`config.mk`:
```
export PLATFORM = sky130hd
export DESIGN_NAME = osc_envelope
export DESIGN_NICKNAME = d
export VERILOG_FILES = /design/src/rtl/osc_envelope.sv
export SDC_FILE = /design/constraint.sdc
export NUM_CORES = 1
export LEC_CHECK = 0
export BUFFER_PORTS_ARGS = -buffer_cell sky130_fd_sc_hd__buf_2
export CELL_PAD_IN_SITES_DETAIL_PLACEMENT = 2
export CELL_PAD_IN_SITES_GLOBAL_PLACEMENT = 2
export CORE_UTILIZATION = 40
export CTS_CLUSTER_DIAMETER = 100
export DETAILED_ROUTE_END_ITERATION = 16
export HOLD_SLACK_MARGIN = 0.02
export PLACE_DENSITY = 0.84
export SLEW_MARGIN = 10
export SYNTH_ARGS = -nofsm -noshare
export SYNTH_HDL_FRONTEND = slang
export SYNTH_SLANG_ARGS = --single-unit
```
`constraint.sdc`:
```
create_clock -name clk -period 9.3 [get_ports clk]
set_clock_uncertainty 0.1 [all_clocks]
set_input_delay 0.465 -clock clk [delete_from_list [all_inputs] [get_ports clk]]
set_output_delay 0.465 -clock clk [all_outputs]
set_load 0.05 [all_outputs]
```
`src/rtl/osc_envelope.sv`:
```
`default_nettype none
// ============================================================================
//  Module   : osc_envelope
//  Purpose  : ADSR amplitude envelope applied to the 16-bit signed sine
//             oscillator output. A gate input drives the envelope through
//             IDLE/ATTACK/DECAY/SUSTAIN/RELEASE. Each sample is scaled by the
//             current envelope level, with one clock of latency.
//  Options  : ENV_EXP_RELEASE_EN - when defined, RELEASE is exponential: each
//             tick subtracts max(level>>4, 1). When undefined, RELEASE is
//             linear and subtracts RELEASE_STEP per tick.
//  Revision : 1.0 - initial release
// ============================================================================
module osc_envelope #(
    parameter int          TICK_DIV      = 1000,
    parameter logic [15:0] ATTACK_STEP   = 16'd66,
    parameter logic [15:0] DECAY_STEP    = 16'd33,
    parameter logic [15:0] SUSTAIN_LEVEL = 16'hA000,
    parameter logic [15:0] RELEASE_STEP  = 16'd22
) (
    input  logic        clk,
    input  logic        rst,
    input  logic        gate,
    input  logic [15:0] sample_in,
    output logic [15:0] sample_out,
    output logic [15:0] level,
    output logic [2:0]  state,
    output logic        busy
);

    localparam int              CNT_W   = (TICK_DIV > 1) ? $clog2(TICK_DIV) : 1;
    localparam logic [CNT_W-1:0] CNT_MAX = CNT_W'(TICK_DIV - 1);

    typedef enum logic [2:0] {
        S_IDLE    = 3'd0,
        S_ATTACK  = 3'd1,
        S_DECAY   = 3'd2,
        S_SUSTAIN = 3'd3,
        S_RELEASE = 3'd4
    } state_t;

    state_t             state_q;
    logic [15:0]        level_q;
    logic [15:0]        sample_q;
    logic               busy_q;
    logic [CNT_W-1:0]   cnt_q;
    logic               tick;

    // Saturating level arithmetic, evaluated from the current level.
    logic [16:0]        att_sum_d;
    logic [15:0]        att_sat_d;
    logic [16:0]        dec_diff_d;
    logic [15:0]        dec_sat_d;
    logic [15:0]        rel_step_d;
    logic [15:0]        rel_sat_d;
    logic               rel_done_d;

    // Gain path: signed sample times non-negative level.
    logic signed [32:0] product;
    logic               prod_unused;

    assign tick = (cnt_q == CNT_MAX);

    // Free-running envelope tick divider; the gate has no effect on it.
    always_ff @(posedge clk or posedge rst) begin
        if (rst) begin
            cnt_q <= '0;
        end else if (tick) begin
            cnt_q <= '0;
        end else begin
            cnt_q <= cnt_q + 1'b1;
        end
    end

    // Candidate next levels for each ramp, clamped to [0, FFFF].
    always_comb begin
        att_sum_d  = {1'b0, level_q} + {1'b0, ATTACK_STEP};
        att_sat_d  = att_sum_d[16] ? 16'hFFFF : att_sum_d[15:0];
        dec_diff_d = {1'b0, level_q} - {1'b0, DECAY_STEP};
        dec_sat_d  = dec_diff_d[16] ? 16'h0000 : dec_diff_d[15:0];
`ifdef ENV_EXP_RELEASE_EN
        rel_step_d = (level_q[15:4] == 12'd0) ? 16'd1 : {4'd0, level_q[15:4]};
`else
        rel_step_d = RELEASE_STEP;
`endif
        // Reaching or passing zero ends the release.
        rel_done_d = (level_q <= rel_step_d);
        rel_sat_d  = rel_done_d ? 16'h0000 : (level_q - rel_step_d);
    end

    // Envelope state machine; gate events take priority over tick-driven ramps.
    always_ff @(posedge clk or posedge rst) begin
        if (rst) begin
            state_q <= S_IDLE;
            level_q <= 16'h0000;
            busy_q  <= 1'b0;
        end else begin
            if ((state_q == S_ATTACK || state_q == S_DECAY || state_q == S_SUSTAIN) && !gate) begin
                state_q <= S_RELEASE;
                busy_q  <= 1'b1;
            end else if (state_q == S_IDLE && gate) begin
                state_q <= S_ATTACK;
                level_q <= 16'h0000;
                busy_q  <= 1'b1;
            end else if (state_q == S_RELEASE && gate) begin
                // Retrigger continues from the present level to avoid a click.
                state_q <= S_ATTACK;
                busy_q  <= 1'b1;
            end else if (tick) begin
                case (state_q)
                    S_ATTACK: begin
                        if (att_sum_d >= 17'h0FFFF) begin
                            level_q <= 16'hFFFF;
                            state_q <= S_DECAY;
                        end else begin
                            level_q <= att_sat_d;
                        end
                    end
                    S_DECAY: begin
                        if (dec_sat_d <= SUSTAIN_LEVEL) begin
                            level_q <= SUSTAIN_LEVEL;
                            state_q <= S_SUSTAIN;
                        end else begin
                            level_q <= dec_sat_d;
                        end
                    end
                    S_SUSTAIN: begin
                        level_q <= SUSTAIN_LEVEL;
                    end
                    S_RELEASE: begin
                        level_q <= rel_sat_d;
                        if (rel_done_d) begin
                            state_q <= S_IDLE;
                            busy_q  <= 1'b0;
                        end
                    end
                    default: begin
                        // Idle with gate low: nothing to do.
                    end
                endcase
            end
        end
    end

    assign product     = $signed(sample_in) * $signed({1'b0, level_q});
    assign prod_unused = ^{product[32], product[15:0]};

    // Registered gain output; arithmetic >>>16 is the product's [31:16] slice.
    always_ff @(posedge clk or posedge rst) begin
        if (rst) begin
            sample_q <= 16'h0000;
        end else begin
            sample_q <= product[31:16];
        end
    end

    assign sample_out = sample_q;
    assign level      = level_q;
    assign state      = state_q;
    assign busy       = busy_q;

endmodule
`default_nettype wire

```
### Word level (Yosys, flattened, before mapping)

Index checks and enable logic that the tools add are counted.

* add/sub/neg operators: 4
* div/mod/pow operators: 0
* magnitude comparators: 3
* shift operators: 0
* bitwise gates (word level): 1
* equality and inequality tests: 9
* multiply operators: 1
* reduce and logical (&&, ||, !) cells: 16
* mux-type cells: 24

Operator list (number)
* 16-bit 2-to-1 mux: 8
* 16-bit case mux with 4 select lines: 1
* 16-bit by 17-bit multiplier with 32-bit output: 1
* 3-bit 2-to-1 mux: 7
* 16-bit by 7-bit adder with 17-bit output, second input constant: 1
* 17-bit by 16-bit greater-or-equal comparator with 1-bit output, second input constant: 1
* 16-bit by 6-bit subtractor with 17-bit output, second input constant: 1
* 16-bit <= comparator, second input constant: 1
* 16-bit by 5-bit <= comparator with 1-bit output, second input constant: 1
* 16-bit by 5-bit subtractor with 16-bit output, second input constant: 1
* 4-bit nonzero test: 3
* 10-bit by 1-bit adder with 10-bit output, second input constant: 1
* 10-bit equality test, second input constant: 1
* 10-bit 2-to-1 mux: 1
* 5-bit by 1-bit inequality test with 1-bit output, second input constant: 2
* 3-bit case mux with 3 select lines: 1
* 3-bit by 2-bit equality test with 1-bit output, second input constant: 2
* 1-bit 2-to-1 mux: 6
* 6-bit nonzero test: 1
* 5-bit by 4-bit inequality test with 1-bit output, second input constant: 1
* 5-bit AND reduction: 1
* 5-bit nonzero test: 1
* 4-bit AND reduction: 1
* 3-bit by 1-bit equality test with 1-bit output, second input constant: 1
* 9 further kinds: 12

* bits in read-only memories: 0
* memories kept: 0
* word-level logic and storage cells: 63
* bits of input ports: 19
* bits in registers: 46
* latch bits: 0
* bits in writable memories: 0

### Logic depth before layout (Yosys ltp)

Gate-level depths: netlist (run 1).

* word-level depth: 9
* depth in mapped cells: 25
* gate-level depth less buffers: 20

### Least setup slack after synthesis (run 1)

OpenSTA, ideal clock, no wires.

* path type: register -> register
* from: register level_q[7] (netlist: level[7])
* to: register sample_q[8] (netlist: sample_out[8])
* cell stages (with the launch flop): 25
* path buffers: 4
* slack: 2.124 ns
* arrival time: 6.973 ns
* cells stage by stage: dfrtp_1 > clkbuf_1 > buf_1 > clkbuf_1 > clkbuf_1 > nand2_1 > fa_1 > inv_1 > fa_1 > inv_1 > fa_1 > inv_1 > fa_1 > fa_1 > inv_1 > fa_1 > inv_1 > ha_1 > nand2_1 > a2111oi_0 > nand2_1 > o21ai_0 > a211oi_1 > nand2b_1 > a221oi_1

* cells in the longest elaborated chain, start to end: 1

Ends and longest elaborated chain
* from (decl): line 42 `logic [15:0] level_q;`
* from (signal assigned): line 115 `level_q <= att_sat_d;`
* from (signal assigned): line 123 `level_q <= dec_sat_d;`
* from (signal assigned): line 130 `level_q <= rel_sat_d;`
* 16-bit by 17-bit multiplier with 32-bit output: line 144 `assign product = $signed(sample_in) * $signed({1'b0, level_q});`
* via product[24]: line 58 `logic signed [32:0] product;`
* to (signal assigned): line 152 `sample_q <= product[31:16];`
* to (decl): line 43 `logic [15:0] sample_q;`

The timed path passes the listed nets, and every way through them passes these cells.
A chain may end at the register's enable or synchronous reset.

### Worst setup path in the final report (run 1)

* from: register level_q[9] (netlist: level[9])
* to: register sample_q[15] (netlist: sample_out[15])

The elaborated chain is that of the path after synthesis.

==> results.yml, run 1 <==
flow_run:
  cap_violations: 0
synth:
  synth.yosys.seq_area_share_pct: 9.680
  synth.area.top_cells: "fa_1, ha_1, dfrtp_1"
  syn_avg_cell_area_um2: 8.530
  synth-main-ff-cell: "dfrtp_1"
  async_reset_ff_share_pct: 100.0
  synth_commonest_cells: "inv_1, fa_1, nand2_1"
  yosysWarnings: 0
  synth_edf_count: 0
  yosysMostFrequentCell: "inv_1"
  yosys.area.top_type: "fa_1"
  ys_ff_latch: 46
  synthDistinctLibCells: 78
  synth_top_area_share_pct: 32.49
  syn_inst: 1394
  syn_nets: 1727
  synth_area_mm2: 0.01189
worst_setup_path:
  crit_path_frequent_cell: "fa_1"
  cp_data_required_time_ns: 9.43
  r2r-end: "sample_out[15]"
  arrival_ns: 7.64
  timing.rr.start: "level[9]"
  cp_cell_sequence: "buf_4, nand2_1, fa_1, inv_1, fa_1, fa_1, fa_1, fa_1, inv_1, fa_1, inv_1, ha_1, nand2_1, a2111oi_0, nand2_1, o21ai_0, a21oi_1, and3_1, nor3_1"
  crit_slowest_cell: "a2111oi_0"
  crit_path_max_incr_delay_ns: 0.74
  rrSetupSlack_ns: 1.79
  r2r_cells: 19
  path_class: "reg -> reg"
  startpoint_type: "flip-flop"
  crit_path_max_fanout: 20
  end_kind: "flip-flop"
placed_design:
  gp_congestion: 0.8470
  numPortBuffers: 54
  dp_hpwl_mm: 33.54
cts:
  postCtsSetupBuffers: 0
  cts.sinks: 46
  clk_pin_slew_ns: 0.08
  cts_tree: "built"
  numCtsBuffers: 5
  clockBufferDepth: 2
  postCtsHoldBufs: 0
  htreeDepth: 2
  insertion_delay_ns: 0.32
  post_cts_resized: 0
  root_buffer: "clkbuf_16"
cells_and_area:
  fillers: 3289
  diodes: 0
  drive_above_1_share_pct: 7.852
  syn_to_final_growth_pct: 6.250
  layout.nets: 1733
floorplan:
  initial_core_util_pct: 40.99
  row_count: 62
  ioPinCount: 55
  core-area_mm2: 0.02901
  die_w_um: 174.4
  die_area_mm2: 0.03042
  fp.dieH_um: 174.4
timing:
  finalSetupViolCount: 0
  rsz0062_at_grt: "no"
  worstMarginPinSlew_ns: 0.9612
  final.period_utilization_pct: 80.78
  final.hold.worst_slack_ns: 0.2666
  max_freq_ghz: 0.1331
  slew_viol_final: 0
  finalHoldViolCount: 0
  finalCriticalPeriod_ns: 7.512
  fin_tns_setup_ns: 0
  relSlewSlack_pct: 35.24
routing:
  wl_mm: 41.92
  num_vias: 10110
  ant_nets: 0
  wl_per_cell_um: 23.49
  drtIter0Drc: 356
  drc: 0
  drt-vias-per-instance: 5.664
  drt_pass1_iterations: 4
global_route:
  track_usage_pct: 28.73
  grt_pass1_wl_mm: 66.89
  grt_max_degree: 47
  grt_pass1_vias: 11708
  antenna_found_initial: 0
  overflow: 0
run_status:
  status: "completed"
worst_hold_path:
  hp-class: "in -> async"
## routing by layer
| metal | vias up | wire length (um) | global-route usage [%] |
|---|---|---|---|
| li1 | 4450 | - | - |
| met4 | 0 | 1475 | 11.29 |
| met3 | 90 | 1022 | 2.165 |
| met2 | 218 | 22580 | 53.15 |
| met1 | 5352 | 16840 | 34.30 |
| met5 | - | 0 | 0 |
## cells by family after synthesis
logic type,count (synthesis),share of synthesized area [%]
AND/OR/NAND/NOR,461,19.69
AO/OA/AOI/OAI,194,11.43
flip-flops,46,9.680
XOR/XNOR,39,2.872
adder cells (fa/ha/maj),314,45.22
multiplexers,1,0.1262
buffers and inverters,339,10.98
## cell usage in the layout, fill, tap and decap left out, drive strengths merged, types with 5 or more instances in the layout
cell,instances
a2111oi,5
a211oi,10
a21o,8
a21oi,43
a221oi,8
a31oi,10
and2,122
and3,7
buf,77
clkbuf,5
dfrtp,46
fa,193
ha,121
inv,260
nand2,175
nand2b,8
nand3,27
nand4,12
nor2,57
nor2b,5
nor3,15
nor4,9
o21ai,44
o31ai,8
o32ai,5
or4,6
xnor2,26
xor2,13
## state kept, by name (all words and copies together), names as in the netlist
register    cells
level          16
cnt_q          10
state           3
busy            1
sample_out     16
## layout make-up
type                            instances  area (um^2)  area share, %
Timing Repair Buffer                   77        442.9          3.506
Sequential cell                        46         1151          9.111
Clock buffer                            5        125.1         0.9903
Tap cell                              384        480.5          3.803
Multi-Input combinational cell       1009         9434          74.67
Inverter                              261        979.7          7.754
Clock inverter                          3        21.27         0.1684
## how the worst max path moves through the flow
stage / from / endpoint / slack (ns)
after global placement: level[3] / sample_out[15] / 2.36
final: level[9] / sample_out[15] / 1.79
after detailed placement: level[9] / sample_out[8] / 1.96
after CTS: level[9] / sample_out[15] / 1.94
after global routing: level[3] / sample_out[15] / 1.60
after floorplan: level[7] / sample_out[8] / 2.12
## metrics by stage
stage	worst slack (ns)	instance area, um^2	util, %	cells
floorplan	2.124	11890	-	1394
global placement	2.360	12490	43.04	1777
detailed placement	1.963	12490	43.04	1777
CTS	1.942	12630	43.55	1785
global route	1.601	12630	43.55	1785
finish	1.788	12630	43.55	1785
## worst max-delay path, delay by kind of cell, from the launching register on
family	cells	cell delay (ns)
simple gates	5	0.83
buf+inv	4	0.55
fa+ha+maj	7	3.57
flops	1	0.59
compound gates	3	1.76
Power of run 1 is not shown: default switching activity piles up to over one toggle a cycle in this logic, so the estimate is an artifact.
==> run 2: changes to the inputs <==
ABC_AREA = 1   (was default)
CORE_UTILIZATION = 34   (was 40)
PLACE_DENSITY = 0.81   (was 0.84)
clock period = 6.2 ns   (was 9.3 ns; I/O delays follow)
==> run 2 against run 1 <==
  * Routed wire length increased by 17%
  * Global-route usage decreased by 1.7 points
  * Clock-buffer cell count increased by 1
  * Die area increased by 23%
  * Sequential share of layout area decreased by 0.54 points
==> results.yml, run 2 <==
synth:
  synth.area.top_cells: "fa_1, nand2_1, inv_1"
  synth_edf_count: 0
  synth.yosys.seq_area_share_pct: 9.227
  synth-compound-area-share_pct: 6.158
  synth_commonest_cells: "nand2_1, inv_1, fa_1"
  syn_nets: 2098
  synth_mux_area_share_pct: 0
  yosys.area.top_type: "fa_1"
  yosysWarnings: 0
  synth_top_family_by_area: "adder cells"
  async_reset_ff_share_pct: 100.0
  synthSimpleGateAreaFrac_pct: 23.07
  synth_top_area_share_pct: 30.97
  synthAdderAreaFrac_pct: 43.11
  yosysMostFrequentCell: "nand2_1"
  synth_area_mm2: 0.01248
  synth-main-ff-cell: "dfrtp_1"
  syn_avg_cell_area_um2: 7.068
  syn_inst: 1765
  synthDistinctLibCells: 41
  ys_ff_latch: 46
  synth_xor_area_share_pct: 1.825
cts:
  clk_pin_slew_ns: 0.08
  insertion_delay_ns: 0.33
  numCtsBuffers: 5
  cts.sinks: 46
  cts_tree: "built"
  htreeDepth: 2
  root_buffer: "clkbuf_16"
  clockBufferDepth: 2
floorplan:
  row_count: 69
  initial_core_util_pct: 34.82
  core-area_mm2: 0.03583
  ioPinCount: 55
  die_area_mm2: 0.03746
  die_w_um: 193.6
  fp.dieH_um: 193.6
routing:
  num_vias: 11471
  wl_per_cell_um: 21.70
  drt_pass1_iterations: 5
  wl_mm: 49.09
  drt-vias-per-instance: 5.071
  drc: 0
  ant_nets: 0
  drtIter0Drc: 517
worst_setup_path:
  end_kind: "flip-flop"
  crit_slowest_cell: "fa_1"
  cp_data_required_time_ns: 6.30
  cp_cell_sequence: "buf_4, nand2_1, inv_1, fa_1, inv_1, fa_1, fa_1, inv_1, fa_1, fa_1, inv_1, fa_1, inv_1, ha_1, a21oi_1, o21ai_0, a21oi_1, nand2_1, a21oi_4, o21ai_0, nand2_1, nand2_1"
  crit_buf_inv: 6
  crit_path_frequent_cell: "fa_1"
  startpoint_type: "flip-flop"
  crit_path_max_incr_delay_ns: 0.63
  rrSetupSlack_ns: 0.18
  arrival_ns: 6.12
  crit_path_max_fanout: 9
  cp_top_family: "adder cells"
  path_class: "reg -> reg"
cells_and_area:
  syn_to_final_growth_pct: 9.126
  fin_util_pct: 38.00
  drive_above_1_share_pct: 9.167
  layout_common_cells: "nand2_1, inv_1, fa_1, ha_1, nor2_1"
  layout.nets: 2132
  layout_commonest_cell: "nand2_1"
timing:
  finalCriticalPeriod_ns: 6.021
  relSlewSlack_pct: 37.02
  slew_viol_final: 0
  finalHoldViolCount: 0
  final.hold.worst_slack_ns: 0.05196
  worstMarginPinSlew_ns: 0.9384
  final.period_utilization_pct: 97.11
  max_freq_ghz: 0.1661
  rsz0062_at_grt: "yes"
  finalSetupViolCount: 0
placed_design:
  numPortBuffers: 54
  gp_congestion: 0.9042
  dp_hpwl_mm: 41.43
worst_hold_path:
  hp-class: "in -> async"
global_route:
  grt_max_degree: 47
  grt_pass1_wl_mm: 77.93
  track_usage_pct: 27.07
  grt_pass1_vias: 13389
  antenna_found_initial: 0
  overflow: 0
flow_run:
  cap_violations: 0
run_status:
  status: "completed"
[run 2: cell count changes after synthesis, moves of 13 or more]
cell,before,now
inv_1,259,457
nand3_1,27,78
and2_1,121,0
nand2_1,175,471
inv_2,1,16
clkbuf_1,66,49
nor2_1,57,97
xnor2_1,26,10
o21ai_1,1,14
[run 2: final timing paths]
path / from / to / cells past startpoint
setup / recovery: level[7] / sample_out[13] / 22
hold / removal: rst / busy / 3
setup reg to reg: level[7] / sample_out[13] / 22
hold reg to reg: cnt_q[0] / cnt_q[0] / 1
max in group asynchronous: rst / level[6] / 3
min in group clk: gate / state[2] / 4
[run 2: final cells by class]
type | count | area, um^2
Fill cell | 4251 | 22210
Multi-Input combinational cell | 1175 | 9301
Inverter | 473 | 1775
Sequential cell | 46 | 1167
Timing Repair Buffer | 98 | 624.3
Tap cell | 461 | 576.8
Clock buffer | 6 | 128.9
Clock inverter | 2 | 37.54
Antenna cell | 1 | 2.502
[run 2: what timing repair did]
item / CTS / global route
setup endpoints to repair: 3 / 12
hold buffers: 0 / 0
gates resized for setup: 2 / 22
buffers inserted: 0 / 8
pin swaps: 0 / 2
[run 2: routing by layer]
layer | vias up | GRT usage [%] | part of all wire [%]
met5 | - | 0 | 0
met1 | 5929 | 34.64 | 44
met2 | 227 | 48.31 | 51
met4 | 0 | 6.459 | 2.0
met3 | 65 | 3.312 | 3.3
li1 | 5250 | - | -
[run 2: cells by family (layout without fill, tap and decap cells)]
family	Yosys count	in the layout
AOI/OAI and AO/OA	137	137
xor gates and xnor gates	26	26
adders and majority gates	314	314
buffers and inverters	544	579
DFF	46	46
other	0	1
and+or+nand+nor	698	698
[run 2: per-stage QoR]
step / cells / setup TNS, ns / instance area, um^2 / setup slack, ns
after floorplan: 1765 / 0 / 12480 / 0.06543
after global placement: 2245 / 0 / 13310 / 0.1341
after detailed placement: 2245 / -0.03973 / 13310 / -0.02555
after CTS: 2253 / 0 / 13480 / 0.02233
after global routing: 2261 / -0.03484 / 13610 / -0.03484
final: 2262 / 0 / 13610 / 0.1791
[run 2: tightest hold or removal path: stages]
cell   delay [ns]
buf_2        0.10
inv_2        0.03
buf_4        0.53
Power of run 2 is left out for the same reason.
==> run 3: changes to the inputs <==
BUFFER_PORTS_ARGS = default   (was -buffer_cell sky130_fd_sc_hd__buf_2)
CORE_ASPECT_RATIO = 0.9   (was default)
CORE_UTILIZATION = 35   (was 34)
DONT_BUFFER_PORTS = 1   (was default)
PLACE_DENSITY = 0.8   (was 0.81)
==> run 3 against run 2 <==
  * Utilization shrank 0.21 points
  * Clock-buffer cell count is 1 higher
  * Register-to-register slack improved by 0.03 ns
  * Cell count decreased by 2.3%
  * Fmax increased by 0.44%
  * Sequential share of layout area rose by 0.24 points
  * Via count shrank 1.5%
  * Sequential cell count unchanged
  * Worst hold slack better by 0.047 ns
  * Design area fell by 2.7%
  * Critical path type unchanged
  * Largest cell class unchanged
==> results.yml, run 3 (synthesized netlist as in run 2, its figures left out) <==
routing:
  num_vias: 11300
  drc: 0
  ant_nets: 0
  drt-vias-per-instance: 5.115
  drtIter0Drc: 566
  drt_pass1_iterations: 5
  wl_per_cell_um: 20.60
  wl_mm: 45.50
floorplan:
  fp.dieH_um: 181.1
  initial_core_util_pct: 35.59
  ioPinCount: 55
  die_w_um: 201.0
  die_area_mm2: 0.03640
  core-area_mm2: 0.03505
  row_count: 65
worst_hold_path:
  hold_start: "gate"
  min_delay_worst_endpoint: "state[2]"
  hp-class: "in -> reg"
  min_path_cells: 3
placed_design:
  dp_hpwl_mm: 38.13
  pre_cts_ws_ns: 0.1224
  numPortBuffers: 0
  gp_congestion: 0.8763
  place_area_mm2: 0.01301
cts:
  clockBufferDepth: 2
  insertion_delay_ns: 0.33
  cts_tree: "built"
  numCtsBuffers: 5
  cts.sinks: 46
  root_buffer: "clkbuf_16"
  clk_pin_slew_ns: 0.09
  htreeDepth: 2
worst_setup_path:
  rrSetupSlack_ns: 0.21
  r2r_cells: 22
  timing.rr.start: "level[7]"
  crit_start: "level[7]"
  startpoint_type: "flip-flop"
  arrival_ns: 6.10
  path_class: "reg -> reg"
  crit_path_max_fanout: 6
  end_kind: "flip-flop"
  cp_data_required_time_ns: 6.31
  r2r-end: "sample_out[11]"
run_status:
  status: "completed"
timing:
  rsz0062_at_grt: "no"
  relSlewSlack_pct: 39.46
  fin_tns_setup_ns: 0
  slew_viol_final: 0
  final.period_utilization_pct: 96.69
  finalCriticalPeriod_ns: 5.995
  finalHoldViolCount: 0
  max_freq_ghz: 0.1668
  worstMarginPinSlew_ns: 0.9021
  setup_slack_ns: 0.2052
  finalSetupViolCount: 0
global_route:
  track_usage_pct: 25.92
  grt_pass1_vias: 13077
  overflow: 0
  grt_pass1_wl_mm: 72.92
  grt_max_degree: 47
  antenna_found_initial: 0
cells_and_area:
  diodes: 0
  fin_util_pct: 37.79
  syn_to_final_growth_pct: 6.178
  layout.nets: 2072
  layout_common_cells: "nand2_1, inv_1, fa_1, ha_1, nor2_1"
  fin_area_mm2: 0.01325
  layout_commonest_cell: "nand2_1"
  drive_above_1_share_pct: 5.632
flow_run:
  cap_violations: 0
-- run 3: cell count changes in the layout (fill, tap and decap cells not counted), moves of 2 or more --
cell	delta
a21oi_1	+3
a21oi_2	-2
buf_2	-54
buf_4	-4
buf_6	-2
-- run 3: worst max-delay path by stage --
stage / endpoint / slack (ns) / cells past startpoint
floorplan: sample_out[14] / 0.07 / 26
global placement: sample_out[13] / 0.27 / 22
detailed placement: sample_out[13] / 0.12 / 21
CTS: sample_out[9] / 0.08 / 22
global route: sample_out[11] / 0.03 / 22
finish: sample_out[11] / 0.21 / 22
-- run 3: layout make-up --
type,instances,area [um^2]
clock buffer,7,142.6
clock inverter,1,8.758
fill,4254,21810
inverter,473,1775
multi-input combinational,1175,9274
sequential,46,1167
tap,469,586.8
timing repair buffer,38,291.5
-- run 3: timing repair --
item	CTS	global route
resized for setup	0	16
hold buffers	1	0
hold endpoints to repair	30	0
endpoints found under the setup margin	0	8
buffers inserted	0	5
-- run 3: per-layer routing --
layer,GRT usage (%),vias up,share of wire [%]
li1,-,5137,-
met1,34.22,5904,45
met2,45.51,217,50
met3,2.633,42,3.8
met4,5.924,0,1.7
met5,0,-,0
-- run 3: stage by stage --
stage          hold WS (ns)  std cells
2_1_floorplan        0.3329       1765
3_3_place_gp         0.3364       2195
3_5_place_dp         0.3660       2195
4_1_cts             0.08601       2204
5_1_grt              0.1281       2209
6_report            0.09944       2209
-- run 3: worst max-delay path: stages, from the launching register on --
cell and delay (ns):
dfrtp_4 0.51, buf_4 0.18, nand2_1 0.07, inv_1 0.05, fa_1 0.50, inv_1 0.06, fa_1 0.52, fa_1 0.53
inv_1 0.05, fa_1 0.50, fa_1 0.58, inv_1 0.06, fa_1 0.53, inv_1 0.05, ha_1 0.34, nand2_1 0.12
nor2_2 0.17, inv_1 0.05, o21ai_0 0.30, a21oi_1 0.12, o21ai_1 0.20, a21oi_1 0.14, xnor2_1 0.14
Power of run 3 is left out for the same reason.
